<file path="src/rtl/csi2_crc_check_if.sv">
// Depacketised CSI-2 beat stream (4 byte lanes per beat) carried into the CRC checker.
interface csi2_crc_check_if;
    logic [31:0] pkt_data;
    logic        pkt_valid;
    logic        pkt_sop;

    modport master (output pkt_data, output pkt_valid, output pkt_sop);
    modport slave  (input  pkt_data, input  pkt_valid, input  pkt_sop);
endinterface

</file>
<file path="src/rtl/csi2_crc_check.sv">
// CSI-2 long-packet CRC-16 checker: a passive sniffer that pulses ok/err/short/trunc flags.
// Define CSI2_CRC_CAPTURE_EN to keep the last failing computed/received CRC pair on calc_crc_o/rx_crc_o.
module csi2_crc_check #(
    parameter logic [15:0] CRC_INIT    = 16'hFFFF,
    parameter logic [5:0]  LONG_DT_MIN = 6'h10
) (
    input  logic                   clk_i,
    input  logic                   rst_n_i,
    csi2_crc_check_if.slave        pkt_if,
    output logic                   crc_err_o,
    output logic                   crc_ok_o,
    output logic                   short_pkt_o,
    output logic                   trunc_err_o,
    output logic [15:0]            calc_crc_o,
    output logic [15:0]            rx_crc_o
);

    localparam logic [0:0] ST_IDLE = 1'b0;
    localparam logic [0:0] ST_DATA = 1'b1;

    // Reflected x^16+x^12+x^5+1, data consumed LSB first.
    function automatic logic [15:0] crc16_byte(input logic [15:0] crc, input logic [7:0] b);
        logic [15:0] c;
        logic        fb;
        c = crc;
        for (int k = 0; k < 8; k++) begin
            fb = c[0] ^ b[k];
            c  = {1'b0, c[15:1]} ^ (fb ? 16'h8408 : 16'h0000);
        end
        return c;
    endfunction

    logic [0:0]  state_q, state_d;
    logic [16:0] rem_q,   rem_d;
    logic [15:0] crc_q,   crc_d;
    logic [15:0] rx_q,    rx_d;
    logic        err_q,   err_d;
    logic        ok_q,    ok_d;
    logic        short_q, short_d;
    logic        trunc_q, trunc_d;

    logic [5:0]  hdr_dt;
    logic [15:0] hdr_wc;
    logic [7:0]  lane_byte;

    assign hdr_dt = pkt_if.pkt_data[5:0];
    assign hdr_wc = pkt_if.pkt_data[23:8];

    always_comb begin
        state_d   = state_q;
        rem_d     = rem_q;
        crc_d     = crc_q;
        rx_d      = rx_q;
        err_d     = 1'b0;
        ok_d      = 1'b0;
        short_d   = 1'b0;
        trunc_d   = 1'b0;
        lane_byte = 8'h00;

        if (pkt_if.pkt_valid) begin
            if (pkt_if.pkt_sop) begin
                trunc_d = (state_q == ST_DATA);
                if (hdr_dt < LONG_DT_MIN) begin
                    short_d = 1'b1;
                    state_d = ST_IDLE;
                    rem_d   = 17'd0;
                end else begin
                    rem_d   = 17'(hdr_wc) + 17'd2;
                    crc_d   = CRC_INIT;
                    rx_d    = 16'h0000;
                    state_d = ST_DATA;
                end
            end else if (state_q == ST_DATA) begin
                // Lane role follows from bytes still owed: >2 payload, 2 CRC-lo, 1 CRC-hi, else unused.
                for (int i = 0; i < 4; i++) begin
                    lane_byte = pkt_if.pkt_data[8*i +: 8];
                    if (rem_q > 17'(i + 2)) begin
                        crc_d = crc16_byte(crc_d, lane_byte);
                    end else if (rem_q == 17'(i + 2)) begin
                        rx_d[7:0] = lane_byte;
                    end else if (rem_q == 17'(i + 1)) begin
                        rx_d[15:8] = lane_byte;
                    end
                end
                if (rem_q <= 17'd4) begin
                    rem_d   = 17'd0;
                    state_d = ST_IDLE;
                    ok_d    = (rx_d == crc_d);
                    err_d   = (rx_d != crc_d);
                end else begin
                    rem_d = rem_q - 17'd4;
                end
            end
        end
    end

    always_ff @(posedge clk_i or negedge rst_n_i) begin
        if (!rst_n_i) begin
            state_q <= ST_IDLE;
            rem_q   <= 17'd0;
            crc_q   <= CRC_INIT;
            rx_q    <= 16'h0000;
            err_q   <= 1'b0;
            ok_q    <= 1'b0;
            short_q <= 1'b0;
            trunc_q <= 1'b0;
        end else begin
            state_q <= state_d;
            rem_q   <= rem_d;
            crc_q   <= crc_d;
            rx_q    <= rx_d;
            err_q   <= err_d;
            ok_q    <= ok_d;
            short_q <= short_d;
            trunc_q <= trunc_d;
        end
    end

    assign crc_err_o   = err_q;
    assign crc_ok_o    = ok_q;
    assign short_pkt_o = short_q;
    assign trunc_err_o = trunc_q;

`ifdef CSI2_CRC_CAPTURE_EN
    logic [15:0] cap_calc_q;
    logic [15:0] cap_rx_q;

    // Loaded together with the crc_err pulse so the pair is visible while it is high.
    always_ff @(posedge clk_i or negedge rst_n_i) begin
        if (!rst_n_i) begin
            cap_calc_q <= 16'h0000;
            cap_rx_q   <= 16'h0000;
        end else if (err_d) begin
            cap_calc_q <= crc_d;
            cap_rx_q   <= rx_d;
        end
    end

    assign calc_crc_o = cap_calc_q;
    assign rx_crc_o   = cap_rx_q;
`else
    assign calc_crc_o = 16'h0000;
    assign rx_crc_o   = 16'h0000;
`endif

endmodule

</file>
<file path="src/flat_wrapper.sv">
// flat-port wrapper written by rule: the top's interface ports become plain ports
module csi2_crc_check_flat 
#(
    parameter logic [15:0] CRC_INIT    = 16'hFFFF,
    parameter logic [5:0]  LONG_DT_MIN = 6'h10
)
  (clk_i, rst_n_i, crc_err_o, crc_ok_o, short_pkt_o, trunc_err_o, calc_crc_o, rx_crc_o, pkt_if_pkt_data, pkt_if_pkt_valid, pkt_if_pkt_sop);
  csi2_crc_check_if pkt_if_i ();
  input  logic clk_i;
  input  logic rst_n_i;
  output logic crc_err_o;
  output logic crc_ok_o;
  output logic short_pkt_o;
  output logic trunc_err_o;
  output logic [15:0] calc_crc_o;
  output logic [15:0] rx_crc_o;
  input wire logic [$bits(pkt_if_i.pkt_data)-1:0] pkt_if_pkt_data;
  input wire logic [$bits(pkt_if_i.pkt_valid)-1:0] pkt_if_pkt_valid;
  input wire logic [$bits(pkt_if_i.pkt_sop)-1:0] pkt_if_pkt_sop;
  assign pkt_if_i.pkt_data = pkt_if_pkt_data;
  assign pkt_if_i.pkt_valid = pkt_if_pkt_valid;
  assign pkt_if_i.pkt_sop = pkt_if_pkt_sop;
  csi2_crc_check #(.CRC_INIT(CRC_INIT), .LONG_DT_MIN(LONG_DT_MIN)) u_core (.clk_i(clk_i), .rst_n_i(rst_n_i), .pkt_if(pkt_if_i), .crc_err_o(crc_err_o), .crc_ok_o(crc_ok_o), .short_pkt_o(short_pkt_o), .trunc_err_o(trunc_err_o), .calc_crc_o(calc_crc_o), .rx_crc_o(rx_crc_o));
endmodule
</file>
<file path="config.mk">
export PLATFORM = sky130hd
export DESIGN_NAME = csi2_crc_check_flat
export DESIGN_NICKNAME = d
export VERILOG_FILES = /design/src/rtl/csi2_crc_check_if.sv /design/src/rtl/csi2_crc_check.sv /design/src/flat_wrapper.sv
export SDC_FILE = /design/constraint.sdc
export NUM_CORES = 1
export LEC_CHECK = 0
export CAP_MARGIN = 5
export CORE_ASPECT_RATIO = 0.5
export CORE_MARGIN = 1
export CORE_UTILIZATION = 55
export DETAILED_ROUTE_END_ITERATION = 10
export GPL_TIMING_DRIVEN = 0
export PLACE_DENSITY = 0.77
export SYNTH_ARGS = -nofsm -noshare
export SYNTH_HDL_FRONTEND = slang
export SYNTH_SLANG_ARGS = --single-unit
</file>
<file path="constraint.sdc">
create_clock -name clk_i -period 5.6 [get_ports clk_i]
set_clock_uncertainty 0.15 [all_clocks]
set_input_delay 1.12 -clock clk_i [delete_from_list [all_inputs] [get_ports clk_i]]
set_output_delay 1.12 -clock clk_i [all_outputs]
set_load 0.01 [all_outputs]
</file>
## After elaboration in Yosys (flattened, before gate mapping)

Index checks and enable logic that the tools add are counted.

- Divide/modulo/power cells: 0
- $lt $le $gt $ge: 6
- Shift-type cells: 0
- Multipliers: 0
- Muxes and demuxes: 94
- Reduce and logical (&&, ||, !) cells: 3
- Eq/ne operators: 8
- Add/sub/neg operators: 2
- Bitwise operators: 64

Operator list:

| kind | count |
|---|---|
| $mux 16 | 61 |
| $xor 15x16->16 | 32 |
| $mux 8 | 12 |
| $mux 17 | 4 |
| $eq 17x2->1 const B | 2 |
| $eq 17x3->1 const B | 2 |
| $gt 17x2->1 const B | 2 |
| $gt 17x3->1 const B | 2 |
| $xor 1x1->1 | 32 |
| $add 16x2->17 const B | 1 |
| $eq 17x1->1 const B | 1 |
| $le 17x3->1 const B | 1 |
| $mux 1 | 17 |
| $sub 17x3->17 const B | 1 |
| $eq 16x16->1 | 1 |
| $ne 16x16->1 | 1 |
| $lt 6x5->1 const B | 1 |
| $reduce_and 3->1 | 1 |
| $ne 2x2->1 const B | 1 |
| $reduce_and 2->1 | 1 |
| $reduce_bool 2->1 | 1 |

- Bits of input ports: 36
- Memory bits (writable): 0
- Memories: 0
- Bits in latches: 0
- Output and inout port bits: 36
- Register bits: 54
- ROM bits: 0
- Logic and storage cells: 185

## Longest topological paths before layout

- Depth after elaboration: 117
- Mapped depth: 19
- Depth with buffers taken out: 16

## Worst setup path after synthesis

No wires, ideal clock.

- Path kind: in2reg
- From: input port pkt_if_pkt_data[0]
- To: register u_core.err_q (netlist: u_core.crc_err_o)
- Arrival time: 4.973 ns
- Slack: 0.340 ns
- Library setup time: 0.137 ns
- Buffers on the path: 0
- Data required time: 5.313 ns
- Stages: 14
- Cells stage by stage: xnor2_2 > xnor3_1 > xnor2_1 > a21oi_1 > xor2_1 > mux2_2 > or4_1 > a21o_1 > a31oi_4 > xor3_1 > a222oi_1 > a21oi_1 > nor4_2 > a21boi_0

- Longest elaborated chain between the ends: 69
- Elaborated cells on any way between the ends: 106
- Classes of those cells: eq/ne (1); mux (56); bitwise (49)

RTL lines:

| what | RTL line | text |
|---|---|---|
| start, declared | flat_wrapper.sv:17 | `input wire logic [$bits(pkt_if_i.pkt_data)-1:0] pkt_if_pkt_data;` |
| $xor 1x1->1 | csi2_crc_check.sv:27 | `fb = c[0] ^ b[k];` |
| $mux 16 | csi2_crc_check.sv:28 | `c = {1'b0, c[15:1]} ^ (fb ? 16'h8408 : 16'h0000);` |
| $xor 15x16->16 (4 in a row) | csi2_crc_check.sv:28 |  |
| $xor 1x1->1 | csi2_crc_check.sv:27 |  |
| $mux 16 | csi2_crc_check.sv:28 |  |
| $xor 15x16->16 (4 in a row) | csi2_crc_check.sv:28 |  |
| $mux 16 | csi2_crc_check.sv:77 | `if (rem_q > 17'(i + 2)) begin` |
| $mux 16 | csi2_crc_check.sv:73 | `end else if (state_q == ST_DATA) begin` |
| (+48 left out) | n/a |  |
| $mux 16 | csi2_crc_check.sv:61 | `if (pkt_if.pkt_sop) begin` |
| $mux 16 | csi2_crc_check.sv:60 | `if (pkt_if.pkt_valid) begin` |
| $ne 16x16->1 * | csi2_crc_check.sv:89 | `err_d = (rx_d != crc_d);` |
| $mux 1 * | csi2_crc_check.sv:85 | `if (rem_q <= 17'd4) begin` |
| $mux 1 * | csi2_crc_check.sv:73 |  |
| $mux 1 * | csi2_crc_check.sv:61 |  |
| $mux 1 * | csi2_crc_check.sv:60 |  |
| named net u_core.err_d | csi2_crc_check.sv:37 | `logic err_q, err_d;` |
| end signal, assigned | csi2_crc_check.sv:112 | `err_q <= err_d;` |
| end, declared | csi2_crc_check.sv:37 |  |

The timed path passes the listed nets; every way through them passes the cells marked *. The select of a mux whose other input is x is not followed.
A chain may end at the register's enable or synchronous reset.

## Worst setup path after layout

- From: input port pkt_if_pkt_data[12]
- To: register u_core.err_q (netlist: u_core.crc_err_o)

- Longest elaborated chain between the ends: 47
- Elaborated cells on any way between the ends: 68
- Classes of those cells: eq/ne (1); mux (39); bitwise (28)

RTL lines:

| what | RTL line |
|---|---|
| $xor 1x1->1 | csi2_crc_check.sv:27 |
| $mux 16 | csi2_crc_check.sv:28 |
| $xor 15x16->16 (4 in a row) | csi2_crc_check.sv:28 |
| $mux 16 | csi2_crc_check.sv:77 |
| $mux 16 | csi2_crc_check.sv:73 |
| $mux 16 | csi2_crc_check.sv:61 |
| $mux 16 | csi2_crc_check.sv:60 |
| $xor 1x1->1 | csi2_crc_check.sv:27 |
| (+29 left out) | n/a |
| $mux 16 | csi2_crc_check.sv:61 |
| $mux 16 | csi2_crc_check.sv:60 |
| $ne 16x16->1 * | csi2_crc_check.sv:89 |
| $mux 1 * | csi2_crc_check.sv:85 |
| $mux 1 * | csi2_crc_check.sv:73 |
| $mux 1 * | csi2_crc_check.sv:61 |
| $mux 1 * | csi2_crc_check.sv:60 |
| named net u_core.err_d | csi2_crc_check.sv:37 |

Marked as above.

==> summary.txt <==
Run status
  – Outcome: completed

Detailed routing
  – DRT iter0 DRCs: 1229
  – Routed Antenna Nets: 0
  – Routed vias: 8762
  – Total wire length: 32420 um
  – Vias per cell: 6.792
  – Post-DR wirelength/cell: 25.13 um
  – 1st-pass router iterations: 5
  – DRC: 0

Placed design
  – Buffers on Ports: 27
  – Pre-CTS setup slack: -1.260 ns
  – Final RePlAce weighted congestion: 1.039
  – Placed cells: 1256
  – Area post-placement: 0.008561 mm^2
  – Post-DP HPWL: 24640 um

STA
  – Worst-Margin Slew: 1.050 ns
  – RSZ-0062 raised after global routing: no
  – Final hold slack: 0.3504 ns
  – Rel. slew slack: 29.26%
  – Finish-stage setup viols: 0
  – Max-slew violation count: 0
  – Tcrit/Tclk final: 98.96%
  – Count of final hold-check violations: 0
  – Tmin final: ~5.5 ns
  – Fmax: 0.1805 GHz
  – Slack of the critical path: 0.05851 ns

Worst hold path
  – Worst Hold End: u_core.rx_q[3]
  – Hold Path Origin: u_core.rx_q[3]
  – Hold crit path type: reg -> reg
  – Hold path cells: 2

Logic synthesis
  – Seq/Total Area, Yosys: 17.33%
  – Most used DFF post-synth: dfrtp_1
  – Synth unique cells: 96
  – Async set-reset flop share out of synthesis: 100.0%
  – Mapped Cells: approximately 1000
  – Area of the mapped netlist: 0.007914 mm^2
  – Yosys warns: 0
  – Yosys top cell by area: dfrtp_1
  – Syn_area_per_cell: 7.882 um^2
  – Synth top area share: 12.02%
  – Top cells by area, synth: dfrtp_1 12%, xnor2_1 10%, dfstp_2 5.3%, nand2_1 4.6%, xor2_1 4.1%
  – Flops & latches, synth: between 50 and 60
  – Number of enable flip-flop cells after synthesis: 0

Floorplan
  – Starting Density: 57.45%
  – Die X: 171.6 um
  – Core Area: 0.01378 mm^2
  – Row Count: 30
  – DIE HEIGHT: 86.82 um
  – Ports: 72
  – Die Area: 0.01490 mm^2

Setup path
  – Most frequent CP cell: xnor2_2
  – Critical Path RT: roughly 5.6 ns
  – Depth of the most critical reg-to-reg path: 18
  – Crit end category: flop
  – Crit-path cells: clkdlybuf4s50_1, xnor2_2, xnor2_2, buf_4, xnor2_2, o311ai_1, nor4_4, xor3_4, nand3_1, a21oi_1, a32o_1, nor4b_2, o221ai_1, nor4_2, a21boi_0
  – Worst reg2reg path endpoint: u_core.crc_err_o
  – Arrival @ worst endpoint: 5.56 ns
  – Critical Path Fanout Max: 6
  – Largest incremental delay on the critical path: between 0.6 and 0.7 ns
  – Worst path slowest cell: clkdlybuf4s50_1
  – Setup crit start kind: input port
  – R2r setup slk: ~0.17 ns
  – Crit Path Category: in -> reg
  – RR Startpoint: u_core.rem_q[5]

Clock tree
  – Max clock buf depth: 2
  – H-tree level count: 2
  – Clock transition at the registers of the reported paths: 0.07 ns
  – CTS Buf Count: 5
  – CTS tree: built
  – Hold-fix buffers at CTS: 0
  – Clock sink count: 54
  – Clk_lat worst skew: 0.30 ns
  – Clk root buf: clkbuf_16

Global routing
  – GRT Util Overall: between 40% and 50%
  – First-pass GRT wire length: 47220 um
  – Grt ovf: 0
  – Largest net degree at the start of global routing: 36
  – Initial antenna violation count: 0
  – Number of global-route vias before repair: 7791

Final layout
  – Area Overhead vs Synth: 20.90%
  – Layout Nets: 1137
  – Finished layout cell area: 0.009568 mm^2
  – Layout Cells excl Fill: 1290
  – Share of cells above drive strength 1: 21.49%
  – Commonest non-fill, non-tap cell in the layout: nand2_1
  – Diodes inserted: 0
  – Most frequent cells in the layout: 98 x nand2_1, 77 x xnor2_1, 70 x nor2_1, 61 x o21ai_0, 58 x buf_4

Flow run
  – Max Cap Viol: 0
-- synth_stat cells (14+ instances only) --
cell type  number
nand2_1        98
xnor2_1        92
nor2_1         70
o21ai_0        64
a21oi_1        51
clkbuf_1       50
dfrtp_1        38
xor2_1         37
nor3_1         33
buf_4          32
nand3_1        31
mux2i_1        24
o211ai_1       23
nor4_1         19
a22oi_1        17
and3_1         16
dfstp_2        16
a22o_1         14
inv_1          14
-- worst max-delay path by stage --
stage                             endpoint                start  cells after the start  slack [ns]
after floorplan           u_core.crc_err_o   pkt_if_pkt_data[0]                     14        0.34
after global placement    u_core.crc_err_o   pkt_if_pkt_data[0]                     15       -1.25
after detailed placement  u_core.crc_err_o   pkt_if_pkt_data[0]                     15       -1.26
after CTS                 u_core.crc_err_o     u_core.rem_q[12]                     15       0.008
after global routing      u_core.crc_err_o   pkt_if_pkt_data[7]                     16       0.006
final                     u_core.crc_err_o  pkt_if_pkt_data[12]                     15        0.06
-- state kept, by name (all words and copies together) (netlist names) --
name                cells
u_core.state_q          1
u_core.trunc_err_o      1
u_core.crc_q           16
u_core.crc_err_o        1
u_core.crc_ok_o         1
u_core.short_pkt_o      1
u_core.rx_q            16
u_core.rem_q           17
-- cell families after synthesis --
kind of cell    after synthesis  synth area share, %
fa+ha+maj                     4               0.6324
buf+inv                     116                7.241
xor+xnor                    157                22.04
compound gates              285                25.04
flops                        54                17.33
other cells                   1              0.04739
mux                          34                4.490
simple gates                353                23.18
-- critical path: cells and delay by family --
| family | cells | cell delay [ns] |
|---|---|---|
| compound gates | 5 | 0.90 |
| xor+xnor | 4 | 1.21 |
| simple gates | 4 | 1.49 |
| buf+inv | 2 | 0.83 |
-- per-stage QoR --
stage	setup TNS (ns)	util [%]
floorplan	0	-
global placement	-7.006	62.00
detailed placement	-7.512	62.14
CTS	0	66.14
global route	0	69.46
finish	0	69.46
-- timing repair --
action | in CTS | in global routing
gates resized for setup | 47 | 90
pin swaps | 12 | 14
endpoints found under the setup margin | 10 | 2
buffers inserted | 14 | 13
cloned | 0 | 0
-- routing by layer --
metal / global-route usage (%) / up-vias / part of all wire [%]
li1: - / 3817 / -
met1: 60.77 / 4179 / 41
met4: 10.80 / 0 / 3.1
met5: 0 / - / 0
met2: 63.78 / 671 / 41
met3: 13.84 / 95 / 15
-- final cells by class --
class	instances	area [um^2]
multi-input cells	865	6716
flip-flops and latches	54	1371
plain buffers	101	531.8
repair buffers	56	483.0
inverters	14	52.55
well taps	192	240.2
clock inverters	1	30.03
clock buffers	7	142.6
fillers	1177	4208
Power is not shown: default switching activity piles up to over one toggle a cycle in this logic, so the estimate is an artifact.
